==> src/rtl/clock_pkg.sv <==
// Shared definitions for the digital clock timekeeping slice.
//   mode_t    : 2-bit operating mode (RUN / SET_HR / SET_MIN, 3 is illegal)
//   SEC_MAX   : last BCD seconds value before wrap
//   MIN_MAX   : last BCD minutes value before wrap
//   bcd_inc() : 2-digit BCD increment with wrap at a BCD limit, plus carry
package clock_pkg;

  typedef enum logic [1:0] {
    MODE_RUN     = 2'd0,
    MODE_SET_HR  = 2'd1,
    MODE_SET_MIN = 2'd2,
    MODE_ILLEGAL = 2'd3
  } mode_t;

  localparam logic [7:0] SEC_MAX = 8'h59;
  localparam logic [7:0] MIN_MAX = 8'h59;

  typedef struct packed {
    logic       carry;
    logic [7:0] val;
  } bcd_inc_t;

  // Increment a two-digit BCD value; at the limit it wraps to 00 and
  // raises carry. Units 9 rolls to 0 with tens+1, no binary conversion.
  function automatic bcd_inc_t bcd_inc(input logic [7:0] val, input logic [7:0] lim);
    bcd_inc_t r;
    r.carry = 1'b0;
    if (val == lim) begin
      r.val   = '0;
      r.carry = 1'b1;
    end else if (val[3:0] == 4'd9) begin
      r.val = {val[7:4] + 4'd1, 4'd0};
    end else begin
      r.val = {val[7:4], val[3:0] + 4'd1};
    end
    return r;
  endfunction

endpackage

==> src/rtl/clock_ctrl_btn_debounce.sv <==
// Push-button conditioner: 2-flop synchroniser, 1KHz-sampled debounce
// counter and rising-edge press detector.
//   CP        : system clock
//   _CR       : asynchronous active-low reset
//   tick_1KHz : one-cycle sample strobe, once per millisecond
//   btn_raw   : raw active-high button, asynchronous to CP
//   press     : one-CP-cycle pulse, one cycle after the debounced level rises
module btn_debounce #(
  parameter int unsigned DEB_MS = 20
) (
  input  logic CP,
  input  logic _CR,
  input  logic tick_1KHz,
  input  logic btn_raw,
  output logic press
);

  localparam logic [7:0] CNT_LAST = 8'(DEB_MS - 1);

  logic [1:0] sync_q;
  logic       level_q;
  logic       level_d_q;
  logic [7:0] cnt_q;

  always_ff @(posedge CP or negedge _CR) begin
    if (!_CR) begin
      sync_q    <= '0;
      level_q   <= 1'b0;
      level_d_q <= 1'b0;
      cnt_q     <= '0;
      press     <= 1'b0;
    end else begin
      sync_q    <= {sync_q[0], btn_raw};
      level_d_q <= level_q;
      press     <= level_q & ~level_d_q;
      if (tick_1KHz) begin
        // cnt_q counts consecutive samples that disagree with the accepted
        // level; any agreeing sample restarts the run.
        if (sync_q[1] == level_q) begin
          cnt_q <= '0;
        end else if (cnt_q == CNT_LAST) begin
          level_q <= sync_q[1];
          cnt_q   <= '0;
        end else begin
          cnt_q <= cnt_q + 8'd1;
        end
      end
    end
  end

endmodule

==> src/rtl/clock_ctrl.sv <==
// Timekeeping and time-set controller for the digital clock.
//   CP, _CR              : clock, asynchronous active-low reset
//   tick_1Hz, tick_1KHz  : single-cycle tick pulses from the divider
//   btn_mode, btn_adj    : raw push-buttons (active-high, asynchronous)
//   hour_bcd/min_bcd/sec_bcd : registered BCD time
//   mode                 : 0=RUN, 1=SET_HR, 2=SET_MIN
//   blank_hr, blank_min  : registered blink blanking for the field being set
module clock_ctrl
  import clock_pkg::*;
#(
  parameter int unsigned DEB_MS   = 20,
  parameter int unsigned HOUR_MAX = 23
) (
  input  logic       CP,
  input  logic       _CR,
  input  logic       tick_1Hz,
  input  logic       tick_1KHz,
  input  logic       btn_mode,
  input  logic       btn_adj,
  output logic [7:0] hour_bcd,
  output logic [7:0] min_bcd,
  output logic [7:0] sec_bcd,
  output logic [1:0] mode,
  output logic       blank_hr,
  output logic       blank_min
);

  localparam logic [7:0] HOUR_LIM = {4'(HOUR_MAX / 10), 4'(HOUR_MAX % 10)};

  logic mode_press;
  logic adj_press;

  btn_debounce #(.DEB_MS(DEB_MS)) u_mode_db (
    .CP        (CP),
    ._CR       (_CR),
    .tick_1KHz (tick_1KHz),
    .btn_raw   (btn_mode),
    .press     (mode_press)
  );

  btn_debounce #(.DEB_MS(DEB_MS)) u_adj_db (
    .CP        (CP),
    ._CR       (_CR),
    .tick_1KHz (tick_1KHz),
    .btn_raw   (btn_adj),
    .press     (adj_press)
  );

  mode_t      mode_q, mode_nxt;
  logic       phase_q, phase_nxt;
  logic [7:0] hour_q, hour_nxt;
  logic [7:0] min_q, min_nxt;
  logic [7:0] sec_q, sec_nxt;
  logic       blank_hr_q, blank_min_q;

  bcd_inc_t sec_inc, min_inc, hour_inc;
  logic     unused_hour_carry;

  assign sec_inc           = bcd_inc(sec_q, SEC_MAX);
  assign min_inc           = bcd_inc(min_q, MIN_MAX);
  assign hour_inc          = bcd_inc(hour_q, HOUR_LIM);
  assign unused_hour_carry = hour_inc.carry;

  always_comb begin
    mode_nxt  = mode_q;
    phase_nxt = phase_q;
    hour_nxt  = hour_q;
    min_nxt   = min_q;
    sec_nxt   = sec_q;
    case (mode_q)
      MODE_RUN: begin
        phase_nxt = 1'b0;
        if (tick_1Hz) begin
          sec_nxt = sec_inc.val;
          if (sec_inc.carry) begin
            min_nxt = min_inc.val;
            if (min_inc.carry) hour_nxt = hour_inc.val;
          end
        end
        if (mode_press) mode_nxt = MODE_SET_HR;
      end
      MODE_SET_HR: begin
        // A mode press swallows any coincident adjust press.
        if (mode_press) begin
          mode_nxt  = MODE_SET_MIN;
          phase_nxt = 1'b0;
        end else begin
          if (adj_press) hour_nxt = hour_inc.val;
          if (tick_1Hz) phase_nxt = ~phase_q;
        end
      end
      MODE_SET_MIN: begin
        if (mode_press) begin
          mode_nxt  = MODE_RUN;
          phase_nxt = 1'b0;
          sec_nxt   = '0;
        end else begin
          if (adj_press) min_nxt = min_inc.val;
          if (tick_1Hz) phase_nxt = ~phase_q;
        end
      end
      default: begin
        mode_nxt  = MODE_RUN;
        phase_nxt = 1'b0;
      end
    endcase
  end

  always_ff @(posedge CP or negedge _CR) begin
    if (!_CR) begin
      mode_q      <= MODE_RUN;
      phase_q     <= 1'b0;
      hour_q      <= '0;
      min_q       <= '0;
      sec_q       <= '0;
      blank_hr_q  <= 1'b0;
      blank_min_q <= 1'b0;
    end else begin
      mode_q      <= mode_nxt;
      phase_q     <= phase_nxt;
      hour_q      <= hour_nxt;
      min_q       <= min_nxt;
      sec_q       <= sec_nxt;
      // Blanking is registered from next-state values so it always equals
      // (mode==field) & phase on the same cycle.
      blank_hr_q  <= (mode_nxt == MODE_SET_HR) & phase_nxt;
      blank_min_q <= (mode_nxt == MODE_SET_MIN) & phase_nxt;
    end
  end

  assign hour_bcd  = hour_q;
  assign min_bcd   = min_q;
  assign sec_bcd   = sec_q;
  assign mode      = mode_q;
  assign blank_hr  = blank_hr_q;
  assign blank_min = blank_min_q;

endmodule

==> config.mk <==
export PLATFORM = sky130hd
export DESIGN_NAME = clock_ctrl
export DESIGN_NICKNAME = d
export VERILOG_FILES = /design/src/rtl/clock_pkg.sv /design/src/rtl/clock_ctrl_btn_debounce.sv /design/src/rtl/clock_ctrl.sv
export SDC_FILE = /design/constraint.sdc
export NUM_CORES = 1
export LEC_CHECK = 0
export CAP_MARGIN = 0
export CORE_MARGIN = 1
export CORE_UTILIZATION = 51
export CTS_CLUSTER_DIAMETER = 150
export DETAILED_ROUTE_END_ITERATION = 16
export PLACE_DENSITY = 0.74
export SLEW_MARGIN = 20
export SYNTH_ARGS = -nofsm -noshare
export SYNTH_HDL_FRONTEND = slang
export SYNTH_SLANG_ARGS = --single-unit
==> constraint.sdc <==
create_clock -name CP -period 1.9 [get_ports CP]
set_clock_uncertainty 0.15 [all_clocks]
set_input_delay 0.57 -clock CP [delete_from_list [all_inputs] [get_ports CP]]
set_output_delay 0.57 -clock CP [all_outputs]
set_load 0.02 [all_outputs]
======== Word-level counts from Yosys, hierarchy flattened ========
Index checks and enable logic that the tools add are counted.
storage, ports and cells
  output and inout port bits .............. 28
  input bits .............................. 6
  word-level logic and storage cells ...... 101
  bits in registers ....................... 55
operators by class
  add/subtract/negate cells ............... 8
  eq/ne operators ......................... 23
  multiplexer cells ....................... 33
  reductions and logical operators ........ 10
  bitwise gates (word level) .............. 9
operators by type and width
  cell                                                                      count
  8-bit two-way mux                                                         21
  8-bit case mux with 2 select lines                                        3
  4-bit by 1-bit adder with 4-bit output (second input constant)            6
  8-bit by 1-bit adder with 8-bit output (second input constant)            2
  8-bit by 5-bit equality test with 1-bit output (second input constant)    2
  8-bit by 7-bit equality test with 1-bit output (second input constant)    2
  4-bit equality test (second input constant)                               3
  2-bit inequality test (second input constant)                             5
  3-bit AND reduction                                                       3
  8-bit by 6-bit equality test with 1-bit output (second input constant)    1
  2-bit two-way mux                                                         3
  2-bit by 1-bit inequality test with 1-bit output (second input constant)  3
  2-bit case mux with 3 select lines                                        1
  6-bit AND reduction                                                       1
  1-bit two-way mux                                                         5
  1-bit inverter                                                            5
  5-bit AND reduction                                                       1
  1-bit AND                                                                 4
  2-bit by 1-bit equality test with 1-bit output (second input constant)    2
  2-bit equality test (second input constant)                               2
  4-bit AND reduction                                                       1
  2-bit nonzero test                                                        2
  3-bit inequality test (second input constant)                             1
  1-bit equality test                                                       2
  2 further kinds                                                           2

======== Depth between registers and ports, before layout ========
Gate-level depths: netlist of the first run.
  depth after elaboration ................. 7
  gate-level depth with buffers ........... 7
  mapped depth without buffers ............ 6

======== Cells and area by module ========
A second synthesis of the first run with hierarchy kept.
second synthesis, totals
  cells, all modules ...................... 277
  area, all modules ....................... 2987.9 um^2
by module, submodules not included
  module        times used  cells each  area an instance (um^2)  seq. area each (um^2)
  clock_ctrl    1           171         1751.7                   725.7
  btn_debounce  2           53          618.1                    325.3

======== Least setup slack after synthesis of the first run ========
No wires, ideal clock.
  path kind ............................... reg-to-reg
  start ................................... register sec_q[0], in the netlist sec_bcd[0]
  end ..................................... register hour_q[5], in the netlist hour_bcd[5]
  path slack .............................. -0.392 ns
  path buffers ............................ 1
  cell stages (with the launch flop) ...... 7
  required time ........................... 1.631 ns
  setup time .............................. 0.119 ns
  arrival time ............................ 2.023 ns
  clock period less this slack ............ 2.292 ns
  path through ............................ dfrtp_1 ha_1 nand3b_4 o41a_1 buf_6 or3_4 a21o_2
between the ends
  word-level cells in the longest chain between the ends .. 4
RTL lines
  what                                            line               RTL
  from (decl)                                     clock_ctrl.sv:53   logic [7:0] sec_q, sec_nxt;
  from (signal assigned)                          clock_ctrl.sv:123  sec_q <= sec_nxt;
  8-bit by 7-bit equality test with 1-bit output  clock_pkg.sv:28    if (val == lim) begin
  1-bit two-way mux                               clock_pkg.sv:28
  2-bit inequality test (no line)                 --
  6-bit AND reduction (no line)                   --
  to (signal assigned)                            clock_ctrl.sv:121  hour_q <= hour_nxt;
  to (decl)                                       clock_ctrl.sv:51   logic [7:0] hour_q, hour_nxt;
Every way passes these cells.
A chain may end at the register's enable or synchronous reset.

======== Worst setup path in the final report of the first run ========
  start ................................... register min_q[5], in the netlist min_bcd[5]
  end ..................................... register hour_q[4], in the netlist hour_bcd[4]
between the ends
  word-level cells in the longest chain between the ends .. 4
RTL lines
  what                                            line               RTL
  from (decl)                                     clock_ctrl.sv:52   logic [7:0] min_q, min_nxt;
  from (signal assigned)                          clock_ctrl.sv:122  min_q <= min_nxt;
  8-bit by 7-bit equality test with 1-bit output  clock_pkg.sv:28
  1-bit two-way mux                               clock_pkg.sv:28
  2-bit inequality test (no line)                 --
  6-bit AND reduction (no line)                   --
Every way passes these cells.

==> results of run 1 <==
per-layer routing:
metal	track usage [%]	vias up	share of wire, %
met5	0	-	0
met4	10.00	0	1.8
met3	3.605	10	2.4
met2	41.93	49	54
met1	26.69	1242	42
li1	-	1213	-
power groups by stage:
| stage | registers, uW | clock network, uW | logic, uW |
|---|---|---|---|
| 3_5_place_dp | 1530 | 0 | 2090 |
| 5_1_grt | 1550 | 729 | 2480 |
| 6_report | 1520 | 665 | 2290 |
| 2_1_floorplan | 1800 | 0 | 846 |
| 3_3_place_gp | 1520 | 0 | 2030 |
| 4_1_cts | 1520 | 685 | 2140 |
registers in the layout, indices dropped and copies added (netlist names), 2 cells and up:
signal	count
hour_bcd	8
u_mode_db.sync_q	2
u_mode_db.cnt_q	8
sec_bcd	8
u_adj_db.cnt_q	8
min_bcd	8
mode	2
u_adj_db.sync_q	2
worst max-delay path: stages (launching register included):
cell and delay (ps):
dfrtp_2 420, inv_2 70, ha_4 120, nand3b_1 90
o41a_1 530, or3_4 430, a21o_2 220
cell usage after synthesis (5+ instances only):
cell,instances
o21ai_0,21
nor2b_1,5
inv_1,17
mux2_2,12
dfrtp_1,55
o2bb2ai_1,8
xor2_1,5
a21o_1,5
nand2b_1,5
nor2_1,13
nor4_1,5
nand2_1,15
ha_1,20
nor3b_1,10
and3_1,8
nand3_1,12
through the flow:
step / setup TNS, ps / setup WS, ps / hold WS (ps) / instance area, um^2
after floorplan: -1353 / -240.2 / 124.4 / 3057
after global placement: -10740 / -722.1 / 183.3 / 3865
after detailed placement: -11530 / -767.4 / 188.6 / 3865
after CTS: -2364 / -292.9 / 29.96 / 4083
after global routing: -3544 / -268.4 / 46.74 / 4164
final: -1769 / -211.4 / 27.39 / 4164
kinds of logic after synthesis:
logic type	count (synthesis)	share of synthesized area (%)
AO/OA/AOI/OAI	61	15.17
XOR/XNOR	6	1.770
adder cells (fa/ha/maj)	20	8.428
buffers and inverters	22	3.161
flip-flops	55	46.35
multiplexers	16	5.900
AND/OR/NAND/NOR	96	19.22
final cells by class:
type | count | share of cell area, %
clock buffers | 5 | 1.653
repair buffers | 98 | 19.11
inverters | 17 | 1.532
clock inverters | 3 | 0.5409
well taps | 72 | 2.163
multi-input cells | 199 | 41.65
flip-flops and latches | 55 | 33.35
what timing repair did:
action	4_1_cts	5_1_grt
setup endpoints to repair	44	54
resized for setup	71	38
hold buffers	0	0
pin swaps	13	14
buffers inserted	8	4
gates cloned	1	0
worst paths after layout:
| path | startpoint | end | slack (ps) | cells past startpoint |
|---|---|---|---|---|
| max in group asynchronous | _CR | u_mode_db.cnt_q[5] | 1060 | 2 |
| worst min-delay path | _CR | blank_min | 30 | 1 |
| worst min register to register | u_adj_db.sync_q[0] | u_adj_db.sync_q[1] | 210 | 0 |
| worst max register to register | min_bcd[5] | hour_bcd[4] | -210 | 6 |
| worst max-delay path | min_bcd[5] | hour_bcd[4] | -210 | 6 |
| min in group CP | u_adj_db.sync_q[0] | u_adj_db.sync_q[1] | 210 | 0 |
==> metrics.csv, run 1 <==
stage;metric;value;unit
synth;async_flop_share;100.0;%
clock_tree;numCtsBuffers;5;
routing;wl_per_cell;15.74;um
timing;timing.final.ws_setup;-211.4;ps
power;power.share.combinational;51.1;%
synth;synth_area_leaders;dfrtp_1, ha_1, mux2_2, o21ai_0, nor3b_1;
synth;synth_top_area_share;46.35;%
global_routing;grt_pass1_vias;2515;
finish;multi_input_area;1734;um^2
floorplan;ios;34;
synth;synth_area_leader_cell;dfrtp_1;
timing;maxSlewHeadroom;59.13;%
finish;final_core_util;74.70;%
setup_path;end_kind;register;
hold_path;hold_class;in2async;
clock_tree;clock_path_buffers;2;
synth;synth-edff-count;0;
floorplan;dieWidth;78.30;um
timing;rsz0062_at_grt;true;
setup_path;required;1970;ps
floorplan;row_count;27;
routing;post-route-drc-count;0;
placement;port-buffer-count;33;
clock_tree;cts_tree;yes;
synth;synth_nets;302;
power;power.leakage;0.001970;uW
routing;postRouteWirelength;7068;um
synth;ys.flop_type;dfrtp_1;
global_routing;grt_max_degree;21;
synth;syn_avg_cell_area;10.76;um^2
finish;finalNetCount;402;
power;p_sw;1757;uW
run_status;failed_checks;negative setup slack;
setup_path;critPathKind;reg2reg;
clock_tree;h-tree-depth;2;
timing;period_needed;2111;ps
timing;post-route-period-util;111.1;%
global_routing;track_usage;23.05;%
flow_run;drv_cap;0;
placement;gp_congestion;0.8511;
finish;drive_above_1_share;40.05;%
floorplan;die_h;78.30;um
finish;final_common_cell;buf_4;
synth;synth_warnings;0;
finish;finalNonFillerCells;449;
power;power;4478;uW
clock_tree;cts-root-buf;clkbuf_8;
synth;ys_seq_area_share;46.35;%
timing;slew_violations;0;
floorplan;initial_core_util;53.27;%
timing;worstMarginPinSlew;596.1;ps
finish;nFillCells;395;
timing;hold_violations;0;
floorplan;core_area;5574;um^2
floorplan;dieArea;6131;um^2
synth;syn-cell-area;2969;um^2
finish;final_cell_mix;buf_4, dfrtp_1, o21ai_0, nand2_1, ha_1;
power;p_clk_share;14.8;%
placement;dp.cells;432;
power;peakVddDrop;0.6284;mV
synth;synth-seq-cells;55;
setup_path;critPathLaunchType;register;
routing;ant_nets;0;
run_status;status;finished with violations;
synth;syn_inst;276;
global_routing;antenna_found_initial;0;
power;power_switching_share;39.23;%
power;internal_power;2722;uW
global_routing;grt_pass1_wl;11100;um
routing;drt-initial-drc-count;77;
finish;n_antenna_cell;0;
routing;viasPerCell;5.599;
global_routing;gr-total-overflow;0;
setup_path;cp.arrival;2180;ps
placement;hpwl;4800;um
synth;ys_types;53;
power;cellPowerDensity;1076;nW/um^2
clock_tree;clock-sinks;55;
power;seqPwrFrac;34.0;%
clock_tree;clk_latency;320;ps
finish;regArea;1389;um^2
finish;syn2layout_area_growth;40.24;%
routing;dr_total_vias;2514;
timing;fmax;0.4736;GHz
routing;drtPass1Iterations;4;
clock_tree;path_clk_slew;100;ps
timing;setup_viol;16;
setup_path;cp_max_fo;4;
Note: power is estimated with default switching activity, not from simulation.
==> inputs of run 2 (changes only) <==
--- a/config.mk
+++ b/config.mk
@@ -7,10 +7,10 @@
 export LEC_CHECK = 0
 export CAP_MARGIN = 0
 export CORE_MARGIN = 1
-export CORE_UTILIZATION = 51
+export CORE_UTILIZATION = 40
 export CTS_CLUSTER_DIAMETER = 150
 export DETAILED_ROUTE_END_ITERATION = 16
-export PLACE_DENSITY = 0.74
+export PLACE_DENSITY = 0.6
 export SLEW_MARGIN = 20
 export SYNTH_ARGS = -nofsm -noshare
 export SYNTH_HDL_FRONTEND = slang
==> run 2 against run 1 <==
- the flow still finishes with violations (negative setup slack)
- largest power group unchanged
- critical path depth did not move
- via count fell by 3.0%
- clock power fell by 2%
- final cell count rose by 6.2%
- wire length fell by 10%
- hold slack improved by 56 ps
==> metrics.csv, run 2 (synthesis gave the netlist of run 1 again) <==
stage;metric;value;unit
routing;top_layer_used;met4;
setup_path;cp.arrival;2210;ps
setup_path;path_cells;inv_2, ha_4, nand3b_1, o41a_1, or3_4, a21o_2;
routing;ant_nets;0;
flow_run;drv_cap;0;
routing;post-route-drc-count;0;
placement;hpwl;4446;um
floorplan;initial_core_util;41.16;%
hold_path;hold_class;in2async;
global_routing;gr-total-overflow;0;
placement;gp_congestion;0.7380;
setup_path;critPathLaunchType;register;
finish;finalNetCount;403;
timing;worstMarginPinSlew;456.7;ps
floorplan;ios;34;
setup_path;critPathSlowestCell;o41a_1;
placement;dp.cells;455;
clock_tree;path_clk_slew;100;ps
routing;met3_length;140;um
finish;n_antenna_cell;0;
clock_tree;h-tree-depth;2;
setup_path;cp_top_family;compound AO/OA/AOI/OAI gates;
finish;syn2layout_area_growth;39.91;%
run_status;status;finished with violations;
floorplan;dieArea;7771;um^2
global_routing;grt_max_degree;56;
global_routing;antenna_found_initial;0;
setup_path;max_stage_delay;540;ps
floorplan;die_h;88.16;um
routing;wl_per_cell;13.29;um
clock_tree;cts_tree;yes;
routing;dr_total_vias;2439;
setup_path;rr_worst_depth;6;
routing;drt-met1-wl;2922;um
timing;slew_violations;0;
setup_path;end_kind;register;
floorplan;row_count;31;
timing;timing.final.ws_setup;-247.3;ps
routing;viasPerCell;5.113;
setup_path;cp.depth;6;
timing;fmax;0.4657;GHz
timing;maxSlewHeadroom;68.95;%
finish;drive_above_1_share;39.95;%
global_routing;grt_pass1_wl;10730;um
floorplan;core_area;7214;um^2
setup_path;cp_max_fo;5;
timing;setup_viol;9;
run_status;failed_checks;negative setup slack;
setup_path;required;1960;ps
routing;drt-initial-drc-count;79;
clock_tree;clk_latency;310;ps
finish;final_cell_mix;buf_4, dfrtp_1, nand2_1, o21ai_0;
setup_path;critPathKind;reg2reg;
clock_tree;numCtsBuffers;5;
routing;drtPass1Iterations;4;
routing;met2WireLength;3211;um
placement;port-buffer-count;33;
finish;nFillCells;669;
clock_tree;clock-sinks;55;
routing;postRouteWirelength;6340;um
power;peakVddDrop;0.4559;mV
global_routing;grt_pass1_vias;2421;
timing;rsz0062_at_grt;true;
finish;finalNonFillerCells;477;
clock_tree;cts-root-buf;clkbuf_8;
timing;period_needed;2147;ps
timing;hold_violations;0;
timing;post-route-period-util;113.0;%
finish;final_common_cell;buf_4;
placement;dp_slack;-759.3;ps
power;power.leakage;0.001967;uW
floorplan;dieWidth;88.16;um
power;cellPowerDensity;1050;nW/um^2
setup_path;cp_num_buf_inv;1;
global_routing;track_usage;17.85;%
timing;setup_tns;-1561;ps
clock_tree;clock_path_buffers;2;
[run 2: cell types whose count changed in the layout (fill, tap and decap cells not counted), moves of 2 or more]
cell / before / now
nor4_4: 2 / 0
inv_2: 6 / 3
a221oi_1: 2 / 0
clkbuf_2: 8 / 10
inv_1: 11 / 13
a221oi_2: 0 / 2
[run 2: layout make-up]
| type | instances | area [um^2] | share of cell area, % |
|---|---|---|---|
| clock buffer | 5 | 68.82 | 1.657 |
| multi-input combinational | 200 | 1710 | 41.17 |
| timing repair buffer | 98 | 777.0 | 18.70 |
| clock inverter | 3 | 18.77 | 0.4518 |
| sequential | 55 | 1389 | 33.43 |
| inverter | 17 | 66.31 | 1.596 |
| tap | 99 | 123.9 | 2.982 |
[run 2: per-layer routing]
| metal | GRT usage (%) | up-vias |
|---|---|---|
| li1 | - | 1219 |
| met1 | 21.90 | 1188 |
| met2 | 32.77 | 26 |
| met3 | 2.545 | 6 |
| met4 | 4.692 | 0 |
| met5 | 0 | - |
[run 2: final timing paths]
kind,startpoint,end,slack (ps)
hold reg to reg,u_mode_db.sync_q[0],u_mode_db.sync_q[1],210
setup reg to reg,min_bcd[5],hour_bcd[4],-250
max in group asynchronous,_CR,min_bcd[0],1250
min in group CP,u_mode_db.sync_q[0],u_mode_db.sync_q[1],210
setup / recovery,min_bcd[5],hour_bcd[4],-250
hold / removal,_CR,hour_bcd[3],80
[run 2: timing repair]
item / 4_1_cts / 5_1_grt
pin swaps: 18 / 14
hold buffers: 0 / 0
endpoints found under the hold margin: 0 / 0
resized for setup: 71 / 35
buffers inserted: 10 / 3
gates cloned: 1 / 0
setup endpoints to repair: 43 / 51
[run 2: through the flow]
step                hold WS, ps  total power, uW  util (%)  cell area [um^2]
floorplan                 124.4             2648         -              3057
global placement          182.8             3562     53.62              3869
detailed placement        184.7             3598     53.62              3869
CTS                       102.1             4335     57.23              4129
global route              105.9             4692     57.58              4154
finish                    83.11             4361     57.58              4154
[run 2: report_power, final]
part           internal (uW)  total, uW  switching [uW]
logic                   1080       2200            1120
registers               1370       1510             141
clock network            261        653             392
total                   2710       4360            1650
==> inputs of run 3 (changes only) <==
--- a/config.mk
+++ b/config.mk
@@ -6,7 +6,6 @@
 export NUM_CORES = 1
 export LEC_CHECK = 0
 export CAP_MARGIN = 0
-export CORE_MARGIN = 1
 export CORE_UTILIZATION = 40
 export CTS_CLUSTER_DIAMETER = 150
 export DETAILED_ROUTE_END_ITERATION = 16
==> results of run 3 <==
The final DEF is identical to that of run 2; final timing and power are the same.
